[src/rtl/db_timer_arbiter_if.sv]
// -----------------------------------------------------------------------------
// db_timer_arbiter_if
//   Signal bundle between the front-panel switch inputs and the shared-timer
//   debouncer.
//
//   Parameters
//     CH   number of input channels
//     IDW  width of grant_id, max(1, clog2(CH))
//
//   Signals
//     sw        raw asynchronous switch inputs            (master -> slave)
//     db_level  debounced level per channel               (slave -> master)
//     db_tick   1-cycle pulse, debounced level rose       (slave -> master)
//     db_fall   1-cycle pulse, debounced level fell       (slave -> master)
//     busy      shared timer currently granted            (slave -> master)
//     grant_id  index of the granted / last-granted chan  (slave -> master)
//
//   Modports
//     master  the side that presents the switches and consumes the results
//     slave   the debouncer itself
// -----------------------------------------------------------------------------
interface db_timer_arbiter_if #(
  parameter int unsigned CH = 4
);
  localparam int unsigned IDW = (CH > 1) ? $clog2(CH) : 1;

  logic [CH-1:0]  sw;
  logic [CH-1:0]  db_level;
  logic [CH-1:0]  db_tick;
  logic [CH-1:0]  db_fall;
  logic           busy;
  logic [IDW-1:0] grant_id;

  modport master (
    output sw,
    input  db_level,
    input  db_tick,
    input  db_fall,
    input  busy,
    input  grant_id
  );

  modport slave (
    input  sw,
    output db_level,
    output db_tick,
    output db_fall,
    output busy,
    output grant_id
  );
endinterface

[src/rtl/db_timer_arbiter.sv]
// -----------------------------------------------------------------------------
// db_timer_arbiter
//   Debounces CH raw switch/button inputs with a single shared N-bit timer.
//   A round-robin arbiter hands the timer to one channel whose synchronised
//   input disagrees with its debounced level; that channel's change is then
//   qualified for 2^N cycles before its debounced level flips.
//
//   Parameters
//     CH  number of input channels (>= 1)
//     N   timer width; qualification time is 2^N clk cycles
//
//   Ports
//     clk      system clock, rising edge
//     reset_n  asynchronous active-low reset
//     bus      slave modport of db_timer_arbiter_if:
//                sw (in), db_level / db_tick / db_fall / busy / grant_id (out)
//
//   All outputs are registered. grant_id holds its last value while idle.
// -----------------------------------------------------------------------------
module db_timer_arbiter #(
  parameter int unsigned CH = 4,
  parameter int unsigned N  = 21
) (
  input  logic               clk,
  input  logic               reset_n,
  db_timer_arbiter_if.slave  bus
);

  localparam int unsigned IDW = (CH > 1) ? $clog2(CH) : 1;

  typedef enum logic {
    IDLE,
    COUNT
  } state_e;

  state_e          state_q, state_d;

  // two-flop synchronizer; sync2_q is the synchronised input sw_s
  logic [CH-1:0]   sync1_q;
  logic [CH-1:0]   sync2_q;

  logic [CH-1:0]   level_q, level_d;
  logic [CH-1:0]   tick_q,  tick_d;
  logic [CH-1:0]   fall_q,  fall_d;
  logic            busy_q,  busy_d;
  logic [IDW-1:0]  grant_q, grant_d;
  logic [IDW-1:0]  last_q,  last_d;
  logic [N-1:0]    timer_q, timer_d;

  logic [CH-1:0]   req;
  logic [IDW-1:0]  pick;

  // First requesting channel searching last+1, last+2, ... modulo CH, so the
  // most recently served channel has lowest priority.
  function automatic logic [IDW-1:0] rr_pick(
    input logic [CH-1:0]  r,
    input logic [IDW-1:0] last
  );
    logic [IDW-1:0] sel;
    logic           found;
    int unsigned    idx;
    sel   = '0;
    found = 1'b0;
    for (int unsigned k = 1; k <= CH; k++) begin
      idx = 32'(last) + k;
      if (idx >= CH) begin
        idx = idx - CH;
      end
      if (!found && r[idx[IDW-1:0]]) begin
        found = 1'b1;
        sel   = idx[IDW-1:0];
      end
    end
    return sel;
  endfunction

  // ---------------------------------------------------------------------------
  // Input synchronizer
  // ---------------------------------------------------------------------------
  always_ff @(posedge clk or negedge reset_n) begin
    if (!reset_n) begin
      sync1_q <= '0;
      sync2_q <= '0;
    end else begin
      sync1_q <= bus.sw;
      sync2_q <= sync1_q;
    end
  end

  // A channel requests the timer whenever its synchronised input differs
  // from its debounced level.
  always_comb begin
    req  = sync2_q ^ level_q;
    pick = rr_pick(req, last_q);
  end

  // ---------------------------------------------------------------------------
  // State register
  // ---------------------------------------------------------------------------
  always_ff @(posedge clk or negedge reset_n) begin
    if (!reset_n) begin
      state_q <= IDLE;
      level_q <= '0;
      tick_q  <= '0;
      fall_q  <= '0;
      busy_q  <= 1'b0;
      grant_q <= '0;
      last_q  <= IDW'(CH - 1);
      timer_q <= '0;
    end else begin
      state_q <= state_d;
      level_q <= level_d;
      tick_q  <= tick_d;
      fall_q  <= fall_d;
      busy_q  <= busy_d;
      grant_q <= grant_d;
      last_q  <= last_d;
      timer_q <= timer_d;
    end
  end

  // ---------------------------------------------------------------------------
  // Arbiter / qualification FSM
  // ---------------------------------------------------------------------------
  always_comb begin
    state_d = state_q;
    level_d = level_q;
    tick_d  = '0;
    fall_d  = '0;
    busy_d  = busy_q;
    grant_d = grant_q;
    last_d  = last_q;
    timer_d = timer_q;

    unique case (state_q)
      IDLE: begin
        if (|req) begin
          grant_d = pick;
          last_d  = pick;
          timer_d = '0;
          busy_d  = 1'b1;
          state_d = COUNT;
        end
      end

      COUNT: begin
        if (!req[grant_q]) begin
          // input went back to the debounced level: drop the grant silently
          busy_d  = 1'b0;
          state_d = IDLE;
        end else if (timer_q == '1) begin
          level_d[grant_q] = ~level_q[grant_q];
          if (!level_q[grant_q]) begin
            tick_d[grant_q] = 1'b1;
          end else begin
            fall_d[grant_q] = 1'b1;
          end
          busy_d  = 1'b0;
          state_d = IDLE;
        end else begin
          timer_d = timer_q + 1'b1;
        end
      end

      default: begin
        state_d = IDLE;
        busy_d  = 1'b0;
      end
    endcase
  end

  // ---------------------------------------------------------------------------
  // Outputs
  // ---------------------------------------------------------------------------
  assign bus.db_level = level_q;
  assign bus.db_tick  = tick_q;
  assign bus.db_fall  = fall_q;
  assign bus.busy     = busy_q;
  assign bus.grant_id = grant_q;

endmodule

[src/flat_wrapper.sv]
// flat-port wrapper written by rule: the top's interface ports become plain ports
module db_timer_arbiter_flat 
#(
  parameter int unsigned CH = 4,
  parameter int unsigned N  = 21
)
  (clk, reset_n, bus_sw, bus_db_level, bus_db_tick, bus_db_fall, bus_busy, bus_grant_id);
  db_timer_arbiter_if #(.CH(CH)) bus_i ();
  input  logic clk;
  input  logic reset_n;
  input wire logic [$bits(bus_i.sw)-1:0] bus_sw;
  output wire logic [$bits(bus_i.db_level)-1:0] bus_db_level;
  output wire logic [$bits(bus_i.db_tick)-1:0] bus_db_tick;
  output wire logic [$bits(bus_i.db_fall)-1:0] bus_db_fall;
  output wire logic [$bits(bus_i.busy)-1:0] bus_busy;
  output wire logic [$bits(bus_i.grant_id)-1:0] bus_grant_id;
  assign bus_i.sw = bus_sw;
  assign bus_db_level = bus_i.db_level;
  assign bus_db_tick = bus_i.db_tick;
  assign bus_db_fall = bus_i.db_fall;
  assign bus_busy = bus_i.busy;
  assign bus_grant_id = bus_i.grant_id;
  db_timer_arbiter #(.CH(CH), .N(N)) u_core (.clk(clk), .reset_n(reset_n), .bus(bus_i));
endmodule
[config.mk]
export PLATFORM = sky130hd
export DESIGN_NAME = db_timer_arbiter_flat
export DESIGN_NICKNAME = d
export VERILOG_FILES = /design/src/rtl/db_timer_arbiter_if.sv /design/src/rtl/db_timer_arbiter.sv /design/src/flat_wrapper.sv
export SDC_FILE = /design/constraint.sdc
export NUM_CORES = 1
export LEC_CHECK = 0
export CORE_ASPECT_RATIO = 0.75
export CORE_MARGIN = 3
export CORE_UTILIZATION = 45
export CTS_BUF_LIST = sky130_fd_sc_hd__clkbuf_8
export DETAILED_ROUTE_END_ITERATION = 12
export PLACE_DENSITY = 0.65
export SYNTH_ARGS = -nofsm -noshare
export SYNTH_HDL_FRONTEND = slang
export SYNTH_SLANG_ARGS = --single-unit
[constraint.sdc]
create_clock -name clk -period 2.7 [get_ports clk]
set_input_delay 0.675 -clock clk [delete_from_list [all_inputs] [get_ports clk]]
set_output_delay 0.675 -clock clk [all_outputs]
set_load 0.03 [all_outputs]
==> results of run 1 <==
## sequential cells by signal, summed over array words and instances, names as in the netlist
name and count:
u_core.bus.busy 1, u_core.bus.db_fall 4, u_core.timer_q 21, u_core.sync2_q 4, u_core.state_q 1, u_core.bus.db_level 4, u_core.bus.db_tick 4, u_core.last_q 2
u_core.bus.grant_id 2, u_core.sync1_q 4
## layer usage
layer / part of all wire / vias to the layer above
met1: 0.47 / 842
met3: 0.048 / 4
met2: 0.48 / 38
met4: 0.0076 / 0
met5: 0 / -
li1: - / 796
## stage by stage
| stage | hold WS, ps | std cells |
|---|---|---|
| after global placement | 334 | 276 |
| after global routing | 351 | 284 |
| after CTS | 346 | 284 |
| after detailed placement | 335 | 276 |
| after floorplan | 331 | 202 |
| final | 344 | 284 |
## path summary, 6_finish.rpt
kind | end | cells past startpoint
min | u_core.bus.db_fall[2] | 2
min in group clk | u_core.sync2_q[2] | 0
max in group asynchronous | u_core.last_q[0] | 2
max | bus_grant_id[0] | 1
max reg2reg | u_core.bus.db_level[3] | 6
min reg2reg | u_core.sync2_q[2] | 0
## synthesized netlist by cell type (3+ instances only)
cell      instances
o211ai_1          6
xnor2_1           6
and4_1            3
a21oi_1          10
o21ai_1           3
nand3_1          11
or3_1             3
nand4_1           9
o31ai_1           5
xor2_1           11
nand2_1          18
nor3_1            4
and2_1            5
nor2_1           14
inv_1             7
or4_1             6
o21ai_0           4
dfrtp_1          45
## worst register-to-register path, stage by stage, from the launching register on
cell and delay [ps]:
dfrtp_1 410, ha_1 220, nand4_1 320, nor4_1 470, nand4_2 290, nor2_1 240, xor2_1 170
## placed cells by master, fill, tap and decap left out, drive strengths merged
cell type	instances
bufinv	1
or4	6
and4	3
nor2	14
a41oi	1
or2	1
a21oi	10
nor3	6
o311ai	2
or3	3
o21ai	7
dfstp	2
buf	3
a41o	1
clkinv	1
nand3	11
nand2	18
xnor2	6
o2111ai	1
a221oi	1
o311a	1
nand2b	2
inv	7
clkdlybuf4s50	19
o31ai	5
dfrtp	45
mux2i	1
nand4	11
nor4	2
a32o	1
and2	5
xor2	11
ha	1
clkbuf	6
o211ai	8
o41ai	2
mux4	1
a21o	1
## cell families after synthesis
family | count (synthesis) | synth area share
simple gates | 82 | 0.209
buf+inv | 12 | 0.0251
compound gates | 41 | 0.141
flops | 47 | 0.537
fa+ha+maj | 1 | 0.00570
xor+xnor | 17 | 0.0678
mux | 2 | 0.0148
## layout make-up
| type | instances | area, µm² | area share |
|---|---|---|---|
| Sequential cell | 47 | 1180 | 0.457 |
| Multi-Input combinational cell | 143 | 961 | 0.373 |
| Timing Repair Buffer | 22 | 223 | 0.0864 |
| Clock buffer | 6 | 82.6 | 0.0320 |
| Tap cell | 57 | 71.3 | 0.0277 |
| Clock inverter | 2 | 35.0 | 0.0136 |
| Inverter | 7 | 26.3 | 0.0102 |
## report_power, final
group | total [mW] | switching, mW | internal [mW]
combinational | 0.456 | 0.294 | 0.162
sequential | 0.891 | 0.110 | 0.780
clock | 0.523 | 0.224 | 0.299
total | 1.87 | 0.628 | 1.24
==> metrics, run 1 <==
status=finished, final reports clean; Ys Warns=0; fin nets=233; Slowest cell on crit path=clkdlybuf4s50_1; M2 GR Usage=0.274; Yosys reg bits=47; VDD IR max=0.000430 V; met3 usage=0.0457; Initial Util=0.480; internal reg-to-reg setup slack=510 ps; P_leak=roughly 1.1 nW; die footprint=between 5000 and 6000 µm²; Core ar.=4570 µm²; n_diodes=0; Root Buffer=clkbuf_8; post-synthesis cell type count=41; Fmax achieved=446 MHz; GRT overflow=0; maximum fanout along the worst path=8; gate count of the mapped netlist=202; dpl ws=roughly 540 ps; Vias/cell=5.92; share of layout cells above drive strength 1=0.0925; total power=1.87 mW; drt wl/cell=16.1 µm; Antenna Nets Post-Route=0; Worst EP required=between 2000 and 2500 ps; Syn Std Cell Area=roughly 2200 µm²; number of max-cap violations=0; Syn Nets=roughly 210; GRT met1 Usage=0.250; port bufs=20; # Post-CTS Setup Buffers=0; critical path launch point=u_core.bus.grant_id[0]; CTS tree=done; num ports=21; R2R Path Start=u_core.timer_q[0]; setup ws final=457 ps; Total GRT Usage=0.181; WP buf/inv=1; CP Launch Type=flip-flop; delay-heaviest family, CP=buffers and inverters; cts repair resizes=0; Worst Setup End Kind=output pin; Final min period=~2200 ps; final wirelength=4.58 mm; Largest stage delay, worst path=740 ps; Max-slew headroom=0.640; RePlAce Congestion=around 0.87; total negative slack=0 ps; clk_lat worst skew=300 ps; asr flop ratio synth=1.00; main area contributors after synthesis=dfrtp_1, xor2_1, nand2_1, nand4_1, nand3_1; PwrDens=725 nW/µm²; Hold Vio Cnt, Final=0; WP data arrival=1570 ps; iteration count of the initial detailed-routing pass=4; vias in the first global route=about 1600; gr busiest metal=met2; worst-margin pin slew=540 ps; dpl cell area=between 2000 and 2500 µm²; Die Height=66.5 µm; Layout Utilization=0.564; top-area cell type share of the netlist area=0.513; Row Count=21; ys flop type=dfrtp_1; vias post-DR=1680; sequential area share after synthesis=0.537; final instance area=2580 µm²; die width=86.6 µm; kind of critical path=reg2out; # fillers=412; EDFF count, synth=0; first-pass GRT wire length=7.98 mm; drc violations=0; worst hold path class=in2async; largest net degree at the start of global routing=between 40 and 50; Clock transition at path regs=80 ps; placed wire-length estimate=3.28 mm; clock skew=around 5.0 ps; clock sinks=47; DRT iter0 DRCs=159; Yosys top cell by area=dfrtp_1; Slew Limit Fails=0; period utilisation layout=0.831; Max Buffers Root-to-Sink=2; area grow syn2layout=17.4%; RSZ-0062 raised after global routing=false; average cell area after synthesis=10.9 µm²; CTS Buf Count=5; setup violators final=0; Hold-fix buffers, CTS=0; htree depth=2; CP cell instances=clkdlybuf4s50_1; antenna violations before repair=0
Note: power is estimated with default switching activity, not from simulation.
==> run 2, diff against run 1 <==
--- a/config.mk
+++ b/config.mk
@@ -10,7 +10,7 @@
 export CORE_UTILIZATION = 45
 export CTS_BUF_LIST = sky130_fd_sc_hd__clkbuf_8
 export DETAILED_ROUTE_END_ITERATION = 12
-export PLACE_DENSITY = 0.65
+export PLACE_DENSITY = 0.68
 export SYNTH_ARGS = -nofsm -noshare
 export SYNTH_HDL_FRONTEND = slang
 export SYNTH_SLANG_ARGS = --single-unit
==> constraint.sdc (replaced) <==
create_clock -name clk -period 1.91 [get_ports clk]
set_input_delay 0.4775 -clock clk [delete_from_list [all_inputs] [get_ports clk]]
set_output_delay 0.4775 -clock clk [all_outputs]
set_load 0.03 [all_outputs]
==> run 2 against run 1 <==
  * Flip-flop and latch count stayed put
  * Clock power is 24% higher
  * Via count is 3.0% higher
  * Power is 49% higher
  * Register-to-register slack worse by 480 ps
  * Non-clock buffer count is 32 higher
  * Hold slack worse by 190 ps
  * Core utilization is 7.3 points higher
  * Cell count is 11% higher
==> metrics, run 2 (same netlist as run 1, synthesis figures left out) <==
Clock transition at path regs=90 ps; Initial Util=0.480; most frequent cells in the layout=dfrtp_1, buf_4, nand2_1, nor2_1, clkdlybuf4s50_1; Final min period=1880 ps; RePlAce Congestion=0.879; largest register by flop count=u_core.timer_q; drc violations=0; clock skew=10.0 ps; CP Launch Type=flip-flop; worst hold path class=in2async; PwrDens=between 900 and 1000 nW/µm²; number of max-cap violations=0; port bufs=20; largest net degree at the start of global routing=26; P_sw=between 0.9 and 1 mW; setup violators final=0; share of layout cells above drive strength 1=0.278; Max-slew headroom=0.758; antenna violations before repair=0; Antenna Nets Post-Route=0; fin nets=265; die width=86.6 µm; die footprint=5760 µm²; n_diodes=0; area grow syn2layout=32.7%; CTS Buf Count=5; Worst Setup End Kind=flip-flop; VDD IR max=0.000628 V; sequential power share=0.425; DRT iter0 DRCs=80; Fmax achieved=around 530 MHz; Max Buffers Root-to-Sink=2; vias in the first global route=1609; Root Buffer=clkbuf_8; # fillers=about 360; kind of critical path=reg2reg; CP cell instances=xor2_2 -> mux4_2 -> buf_12 -> o21ai_1 -> nand2_1 -> a21o_1; Finished Layout Cells=316; Vias/cell=approximately 5.5; RSZ-0062 raised after global routing=true; Core ar.=4570 µm²; Die Height=66.5 µm; Largest stage delay, worst path=between 500 and 600 ps; P_int=1.84 mW; Min Hold Slack=152 ps; CTS tree=done; Slowest cell on crit path=mux4_2; Row Count=21; period utilisation layout=0.986; total negative slack=0 ps; htree depth=2; Hold Vio Cnt, Final=0; num ports=21; total power=2.79 mW; most common cell after layout, fill and taps aside=dfrtp_1; iteration count of the initial detailed-routing pass=4; GRT overflow=0; Layout Utilization=0.637; Total GRT Usage=0.186; status=finished, final reports clean; drt wl/cell=15.2 µm; Slew Limit Fails=0; placed wire-length estimate=3.46 mm; max reg flops=21; Inst Count DP=300; WP data arrival=between 2000 and 2500 ps; clock sinks=47; switching fraction of total power=0.341; Clock power frac=0.233; Worst EP required=around 2100 ps; worst-margin pin slew=361 ps; Hold-fix buffers, CTS=0; Logic pwr share=0.342; vias post-DR=1730; maximum fanout along the worst path=4; final wirelength=4.81 mm; P_leak=1.29 nW; clk_lat worst skew=roughly 300 ps; first-pass GRT wire length=slightly above 8 mm
==> run 2: cell count changes in the layout (fill, tap and decap cells not counted), sizes merged <==
cell | previous run | this run
bufinv | 1 | 0
inv | 7 | 8
clkinv | 1 | 0
dlygate4sd2 | 0 | 6
clkdlybuf4s50 | 19 | 13
clkbuf | 6 | 7
buf | 3 | 35
==> run 2: worst paths after layout <==
| check | start | endpoint | slack [ps] | cells after the start |
|---|---|---|---|---|
| worst max register to register | u_core.bus.db_level[3] | u_core.bus.busy | 30 | 6 |
| min in group clk | u_core.sync1_q[3] | u_core.sync2_q[3] | 350 | 0 |
| worst min register to register | u_core.sync1_q[3] | u_core.sync2_q[3] | 350 | 0 |
| worst min-delay path | reset_n | u_core.timer_q[17] | 150 | 2 |
| worst max-delay path | u_core.bus.db_level[3] | u_core.bus.busy | 30 | 6 |
| max in group asynchronous | reset_n | u_core.last_q[0] | 1440 | 2 |
==> run 2: cell type report <==
cell class                 instances  area [µm²]  share of cell area
clock inverter                     1        3.75             0.00129
tap                               57        71.3              0.0245
timing repair buffer              54         488               0.168
inverter                           7        26.3             0.00902
sequential                        47        1190               0.407
clock buffer                       7        96.3              0.0331
multi-input combinational        143        1040               0.357
==> run 2: layer usage <==
layer | up-vias | global-route usage | wire length, µm
li1 | 856 | - | -
met5 | - | 0 | 0
met2 | 22 | 0.262 | 2110
met3 | 4 | 0.0371 | 143
met4 | 0 | 0.0525 | 43
met1 | 848 | 0.288 | 2520
==> run 2: per-stage QoR <==
stage / setup WS [ps] / cell area, µm²
detailed placement: -33.3 / 2650
CTS: 4.02 / 2800
global placement: 14.5 / 2650
finish: 27.5 / 2910
floorplan: 0.756 / 2200
global route: -73.6 / 2910
==> run 2: power by group through the flow <==
stage,Sequential (mW),Clock [mW],Combinational (mW)
after global placement,1.20,0,0.830
after global routing,1.20,0.703,1.05
final,1.19,0.650,0.955
after floorplan,1.27,0,0.454
after CTS,1.18,0.668,0.900
after detailed placement,1.20,0,0.846
==> run 2: timing repair <==
| action | in CTS | in global routing |
|---|---|---|
| setup endpoints to repair | 7 | 25 |
| pin swaps | 3 | 8 |
| gates resized for setup | 9 | 16 |
| hold endpoints to repair | 0 | 0 |
| setup buffers | 4 | 4 |
==> run 2: worst max-delay path: cells and delay by family (launching register included) <==
kind	cells	cell delay (ps)
multiplexers	1	580
flip-flops	1	430
AO/OA/AOI/OAI	2	310
XOR/XNOR	1	180
buffers and inverters	1	180
AND/OR/NAND/NOR	1	90
